`src/rtl/trap_dump_unit.sv`:
```
// trap_dump_unit
//
// Watches the fetched instruction for the halting trap word. On a qualified
// trap it freezes the core (halt). It then reads a window of byte-wide data
// memory, assembles big-endian 32-bit words and streams {address, word}
// pairs out on a valid/ready interface.
//
// Ports:
//   clock        system clock, all state changes on the rising edge
//   reset        synchronous active-high reset, overrides everything
//   enable       instruction qualifier; a trap only counts while high
//   instruction  current fetched instruction
//   halt         freezes the core while high (registered)
//   mem_rd       data-memory byte read strobe
//   mem_addr     byte address for the read (0 when mem_rd is low)
//   mem_byte     read data, valid the cycle after mem_rd
//   dump_valid   dump_addr/dump_data hold a word
//   dump_ready   consumer accepts the word
//   dump_addr    byte address of the emitted word
//   dump_data    emitted word, mem[a] in bits 31:24 .. mem[a+3] in bits 7:0
//   words_sent   number of accepted words
//   done         dump complete; stays high with halt until reset
module trap_dump_unit #(
  parameter logic [31:0] TRAP_WORD  = 32'h44000300,
  parameter logic [31:0] DUMP_BASE  = 32'h00002000,
  parameter int unsigned DUMP_WORDS = 64,
  parameter int unsigned CNT_W      = 16
) (
  input  logic             clock,
  input  logic             reset,
  input  logic             enable,
  input  logic [31:0]      instruction,
  output logic             halt,
  output logic             mem_rd,
  output logic [31:0]      mem_addr,
  input  logic [7:0]       mem_byte,
  output logic             dump_valid,
  input  logic             dump_ready,
  output logic [31:0]      dump_addr,
  output logic [31:0]      dump_data,
  output logic [CNT_W-1:0] words_sent,
  output logic             done
);

  typedef enum logic [2:0] {
    IDLE  = 3'd0,
    FETCH = 3'd1,
    CAPT  = 3'd2,
    VALID = 3'd3,
    DONE  = 3'd4
  } state_t;

  localparam logic [31:0]      DUMP_WORDS_W = 32'(DUMP_WORDS);
  localparam logic [CNT_W-1:0] CNT_ONE      = CNT_W'(1);

  state_t             state_r;
  logic [CNT_W-1:0]   w_r;           // index of the word being dumped
  logic [1:0]         b_r;           // byte index within the word
  logic [23:0]        asm_r;         // first three bytes, MSB first
  logic               halt_r;
  logic               mem_rd_r;
  logic [31:0]        mem_addr_r;
  logic               dump_valid_r;
  logic [31:0]        dump_addr_r;
  logic [31:0]        dump_data_r;
  logic [CNT_W-1:0]   words_sent_r;
  logic               done_r;

  logic [CNT_W-1:0]   next_w_s;
  logic               more_s;
  logic               trap_s;

  // Byte address of word idx; wraps modulo 2^32.
  function automatic logic [31:0] word_addr(input logic [CNT_W-1:0] idx);
    logic [31:0] wide;
    wide = 32'(idx);
    return DUMP_BASE + {wide[29:0], 2'b00};
  endfunction

  assign next_w_s = w_r + CNT_ONE;
  assign more_s   = (32'(next_w_s) < DUMP_WORDS_W);
  assign trap_s   = enable && (instruction == TRAP_WORD);

  assign halt       = halt_r;
  assign mem_rd     = mem_rd_r;
  assign mem_addr   = mem_addr_r;
  assign dump_valid = dump_valid_r;
  assign dump_addr  = dump_addr_r;
  assign dump_data  = dump_data_r;
  assign words_sent = words_sent_r;
  assign done       = done_r;

  // Dump sequencer: state plus all registered outputs.
  always_ff @(posedge clock) begin
    if (reset) begin
      state_r      <= IDLE;
      w_r          <= '0;
      b_r          <= 2'd0;
      asm_r        <= 24'h000000;
      halt_r       <= 1'b0;
      mem_rd_r     <= 1'b0;
      mem_addr_r   <= 32'h00000000;
      dump_valid_r <= 1'b0;
      dump_addr_r  <= 32'h00000000;
      dump_data_r  <= 32'h00000000;
      words_sent_r <= '0;
      done_r       <= 1'b0;
    end else begin
      case (state_r)
        IDLE: begin
          if (trap_s) begin
            halt_r <= 1'b1;
            w_r    <= '0;
            b_r    <= 2'd0;
            if (DUMP_WORDS_W == 32'd0) begin
              state_r <= DONE;
              done_r  <= 1'b1;
            end else begin
              // Issue the first read on entry so it is live in the first FETCH cycle.
              state_r    <= FETCH;
              mem_rd_r   <= 1'b1;
              mem_addr_r <= word_addr('0);
            end
          end else begin
            state_r <= IDLE;
          end
        end

        FETCH: begin
          // Byte b-1 returns during cycle b; byte 0 has not arrived yet at b = 0.
          if (b_r != 2'd0) begin
            asm_r <= {asm_r[15:0], mem_byte};
          end else begin
            asm_r <= asm_r;
          end
          if (b_r == 2'd3) begin
            state_r    <= CAPT;
            mem_rd_r   <= 1'b0;
            mem_addr_r <= 32'h00000000;
          end else begin
            b_r        <= b_r + 2'd1;
            mem_addr_r <= mem_addr_r + 32'd1;
          end
        end

        CAPT: begin
          // Last byte comes straight off the memory bus.
          state_r      <= VALID;
          dump_valid_r <= 1'b1;
          dump_addr_r  <= word_addr(w_r);
          dump_data_r  <= {asm_r, mem_byte};
        end

        VALID: begin
          if (dump_ready) begin
            dump_valid_r <= 1'b0;
            words_sent_r <= words_sent_r + CNT_ONE;
            w_r          <= next_w_s;
            if (more_s) begin
              state_r    <= FETCH;
              b_r        <= 2'd0;
              mem_rd_r   <= 1'b1;
              mem_addr_r <= word_addr(next_w_s);
            end else begin
              state_r <= DONE;
              done_r  <= 1'b1;
            end
          end else begin
            state_r <= VALID;
          end
        end

        DONE: begin
          // Terminal: only reset leaves this state.
          state_r <= DONE;
          halt_r  <= 1'b1;
          done_r  <= 1'b1;
        end

        default: begin
          state_r      <= IDLE;
          halt_r       <= 1'b0;
          mem_rd_r     <= 1'b0;
          mem_addr_r   <= 32'h00000000;
          dump_valid_r <= 1'b0;
          done_r       <= 1'b0;
        end
      endcase
    end
  end

endmodule

```
`config.mk`:
```
export PLATFORM = sky130hd
export DESIGN_NAME = trap_dump_unit
export DESIGN_NICKNAME = d
export VERILOG_FILES = /design/src/rtl/trap_dump_unit.sv
export SDC_FILE = /design/constraint.sdc
export NUM_CORES = 1
export LEC_CHECK = 0
export CORE_MARGIN = 5
export CORE_UTILIZATION = 36
export CTS_BUF_LIST = sky130_fd_sc_hd__clkbuf_4 sky130_fd_sc_hd__clkbuf_8 sky130_fd_sc_hd__clkbuf_16
export DETAILED_ROUTE_END_ITERATION = 10
export HOLD_SLACK_MARGIN = 0.02
export PLACE_DENSITY_LB_ADDON = 0.2
export SLEW_MARGIN = 5
export SYNTH_ARGS = -nofsm -noshare
export SYNTH_HDL_FRONTEND = slang
export SYNTH_SLANG_ARGS = --single-unit
export TNS_END_PERCENT = 5
```
`constraint.sdc`:
```
create_clock -name clock -period 3.05 [get_ports clock]
set_clock_uncertainty 0.15 [all_clocks]
set_input_delay 0.61 -clock clock [delete_from_list [all_inputs] [get_ports clock]]
set_output_delay 0.61 -clock clock [all_outputs]
set_load 0.02 [all_outputs]
```
==> flow_metrics.tcl <==
set metrics [dict create \
    portBuffers 144 \
    cts_hold_buf 0 \
    grtUsageTotal 0.176 \
    wl_per_cell_um 15.5 \
    fin_area_um2 9200 \
    grt_pass1_wl_um 31800 \
    cts_buffers 17 \
    placementRows 50 \
    dpl.hpwl_um 13500 \
    utilization 0.490 \
    startpoint_type "flop" \
    place_ws_ps -265 \
    syn_area_um2 6890 \
    endpoint_kind "flop" \
    gp_congestion 0.846 \
    critPathBufInv 2 \
    hold_violations 0 \
    die_y_um 148 \
    via_per_inst 5.20 \
    min_path_type "reg -> reg" \
    crit_type "reg -> reg" \
    clk_pin_slew_worst_paths_ps 70 \
    cp.arrival_ps 2990 \
    antenna_cells 0 \
    outcome "finished clean" \
    slew_viol_final 0 \
    period_share 0.934 \
    io_pins 160 \
    synth_seq_cells 146 \
    drt_iter0_markers 349 \
    first_pass_iters 5 \
    globalRoute.totalOverflow 0 \
    synth.distinct_cells 56 \
    leakage_nw 3.10 \
    ir_drop_uv 397 \
    cp_max_fo 19 \
    die-area_um2 22000 \
    coreArea_um2 18800 \
    fin_ws_ps 202 \
    grt_setup_unrepaired "yes" \
    worstPathCellList "ha_1 -> nand3_1 -> o41ai_1 -> o31ai_1 -> nor4_4 -> buf_4 -> o211ai_2 -> buf_12 -> o21ai_0 -> a21oi_1" \
    ys_warn_count 0 \
    grt_max_degree 53 \
    clockBufferDepth 2 \
    maxCapViolCount 0 \
    critPathTopFamily "compound AO/OA/AOI/OAI gates" \
    synth_cells 870 \
    setup_viol 0 \
    cts_tree "built" \
    htreeDepth 4 \
    wl_um 19300 \
    cts-root-buf "clkbuf_16" \
    dr_total_vias 6501 \
    worst_skew_pair.late_latency_ps 430 \
    p_per_area_nw_per_um2 450 \
    dieWidth_um 148 \
    drc 0 \
    min_period_ps 2850 \
    hold_ws_ps 303 \
    max_slew.worst_pin.slew_ps 1030 \
    cts.sinks 146 \
    cpMaxStageDelayCell "dfxtp_1" \
    start_util 0.367 \
    worst_path_largest_cell_delay_ps 430 \
    setup_tns_ps 0 \
    drive_gt1_frac 0.0895 \
    r2r_setup_slack_ps 200 \
    grt_pass1_vias 6169 \
    area_growth_pct 33.4 \
    relSlewSlack 0.313 \
    fmax_mhz 351 \
    antenna_found_initial 0 \
    nNetsFinal 1055 \
    ant_nets 0 \
    synth_seq_area_share 0.424 \
    syn_area_per_cell_um2 7.92 \
    dpl_cell_area_um2 8580 \
    worstPathRequired_ps 3190 \
]
final cells by class:
| class | count | area [um2] |
|---|---|---|
| fill | 1862 | 9570 |
| multi-input combinational | 638 | 3560 |
| clock buffer | 17 | 425 |
| clock inverter | 15 | 184 |
| timing repair buffer | 180 | 1730 |
| sequential | 146 | 2920 |
| inverter | 21 | 78.8 |
| tap | 234 | 293 |
what timing repair did:
| action | 4_1_cts | 5_1_grt |
|---|---|---|
| setup buffers | 0 | 0 |
| endpoints found under the setup margin | 0 | 10 |
| resized for setup | 0 | 1 |
sequential cells by signal (all words and copies together) (netlist names):
name,count
mem_addr,32
halt,1
done,1
dump_data,32
asm_r,24
mem_rd,1
dump_valid,1
b_r,2
dump_addr,17
words_sent,16
state_r,3
w_r,16
power by group:
group	internal (mW)	switching [mW]
registers	1.90	0.0000000000611
clock network	1.11	1.00
logic	0.0546	0.0633
cell usage after synthesis (all sizes together):
| library cell | n | area share |
|---|---|---|
| a32oi | 3 | 0.0038 |
| and2 | 4 | 0.0036 |
| a311o | 1 | 0.0015 |
| clkbuf | 51 | 0.028 |
| nor4 | 9 | 0.010 |
| o2bb2ai | 3 | 0.0038 |
| o31ai | 1 | 0.0011 |
| and3 | 14 | 0.013 |
| nor4bb | 1 | 0.0015 |
| o32ai | 11 | 0.025 |
| o32a | 3 | 0.0044 |
| a311oi | 4 | 0.0060 |
| ha | 7 | 0.013 |
| a41oi | 1 | 0.0013 |
| dfxtp | 146 | 0.42 |
| nor2b | 1 | 0.00091 |
| o21ai | 32 | 0.023 |
| o41ai | 2 | 0.0025 |
| or4 | 3 | 0.0033 |
| nand2b | 1 | 0.00091 |
| nor2 | 60 | 0.033 |
| nand2 | 171 | 0.093 |
| a21oi | 124 | 0.090 |
| a211o | 1 | 0.0015 |
| xnor2 | 17 | 0.022 |
| xor2 | 19 | 0.024 |
| and4 | 5 | 0.0064 |
| buf | 28 | 0.030 |
| conb | 1 | 0.00054 |
| or2 | 2 | 0.0018 |
| a22oi | 14 | 0.015 |
| inv | 21 | 0.011 |
| nand3b | 3 | 0.0033 |
| nor4b | 3 | 0.0038 |
| a211oi | 8 | 0.0087 |
| mux2i | 1 | 0.0015 |
| a31oi | 9 | 0.0082 |
| o21bai | 1 | 0.0011 |
| o21a | 1 | 0.0011 |
| nand4b | 5 | 0.0064 |
| nand3 | 24 | 0.018 |
| nor3 | 14 | 0.011 |
| nand4 | 20 | 0.018 |
| or3 | 14 | 0.013 |
| o211ai | 6 | 0.0073 |
metal layers:
layer  track usage  share of wire
met4        0.0513          0.012
met5             0              0
met3        0.0396          0.051
met2         0.280           0.47
met1         0.239           0.47
placed cells by master, fill, tap and decap left out, types with 3 or more instances in the layout:
cell type | Yosys | routed
nand2_1 | 171 | 171
dfxtp_1 | 146 | 146
clkdlybuf4s50_1 | 0 | 143
a21oi_1 | 124 | 124
nor2_1 | 60 | 59
buf_4 | 17 | 35
o21ai_0 | 26 | 26
nand3_1 | 23 | 23
nand4_1 | 20 | 20
inv_1 | 20 | 20
xor2_1 | 19 | 19
xnor2_1 | 17 | 17
clkbuf_16 | 0 | 17
conb_1 | 1 | 15
and3_1 | 14 | 14
or3_1 | 14 | 14
a22oi_1 | 14 | 14
nor3_1 | 13 | 12
o32ai_2 | 10 | 10
a31oi_1 | 9 | 9
a211oi_1 | 8 | 8
nor4_1 | 8 | 7
ha_1 | 7 | 7
o21ai_1 | 6 | 6
inv_8 | 0 | 6
and4_1 | 5 | 5
nand4b_1 | 5 | 5
o211ai_1 | 5 | 5
clkinv_8 | 0 | 5
and2_1 | 4 | 4
a311oi_1 | 3 | 3
nor4b_1 | 3 | 3
o2bb2ai_1 | 3 | 3
nand3b_1 | 3 | 3
or4_1 | 3 | 3
o32a_1 | 3 | 3
a32oi_1 | 3 | 3
worst register-to-register path, stage by stage, from the launching register on:
cell	delay [ps]
dfxtp_1	430
ha_1	220
nand3_1	270
o41ai_1	330
o31ai_1	200
nor4_4	370
buf_4	170
o211ai_2	130
buf_12	200
o21ai_0	170
a21oi_1	80
cell families (layout without fill, tap and decap cells):
kind of cell	Yosys count	count (layout)	synth area share
and+or+nand+nor	354	354	0.241
AOI/OAI and AO/OA	225	225	0.206
DFF	146	146	0.424
buffers and inverters	100	233	0.0692
xor gates and xnor gates	36	36	0.0458
adders and majority gates	7	7	0.0127
other	1	15	0.000544
muxes	1	1	0.00145
metrics by stage:
step,std cells,power (mW)
floorplan,884,2.01
global placement,1219,2.07
detailed placement,1219,2.07
CTS,1251,4.20
global route,1251,4.28
finish,1251,4.14
worst paths after layout:
check / startpoint / endpoint / cells past startpoint
max: w_r[1] / mem_addr[21] / 10
max reg2reg: w_r[1] / mem_addr[21] / 10
min reg2reg: asm_r[17] / dump_data[25] / 2
min: asm_r[17] / dump_data[25] / 2
Power figures use the tool's default switching activity.
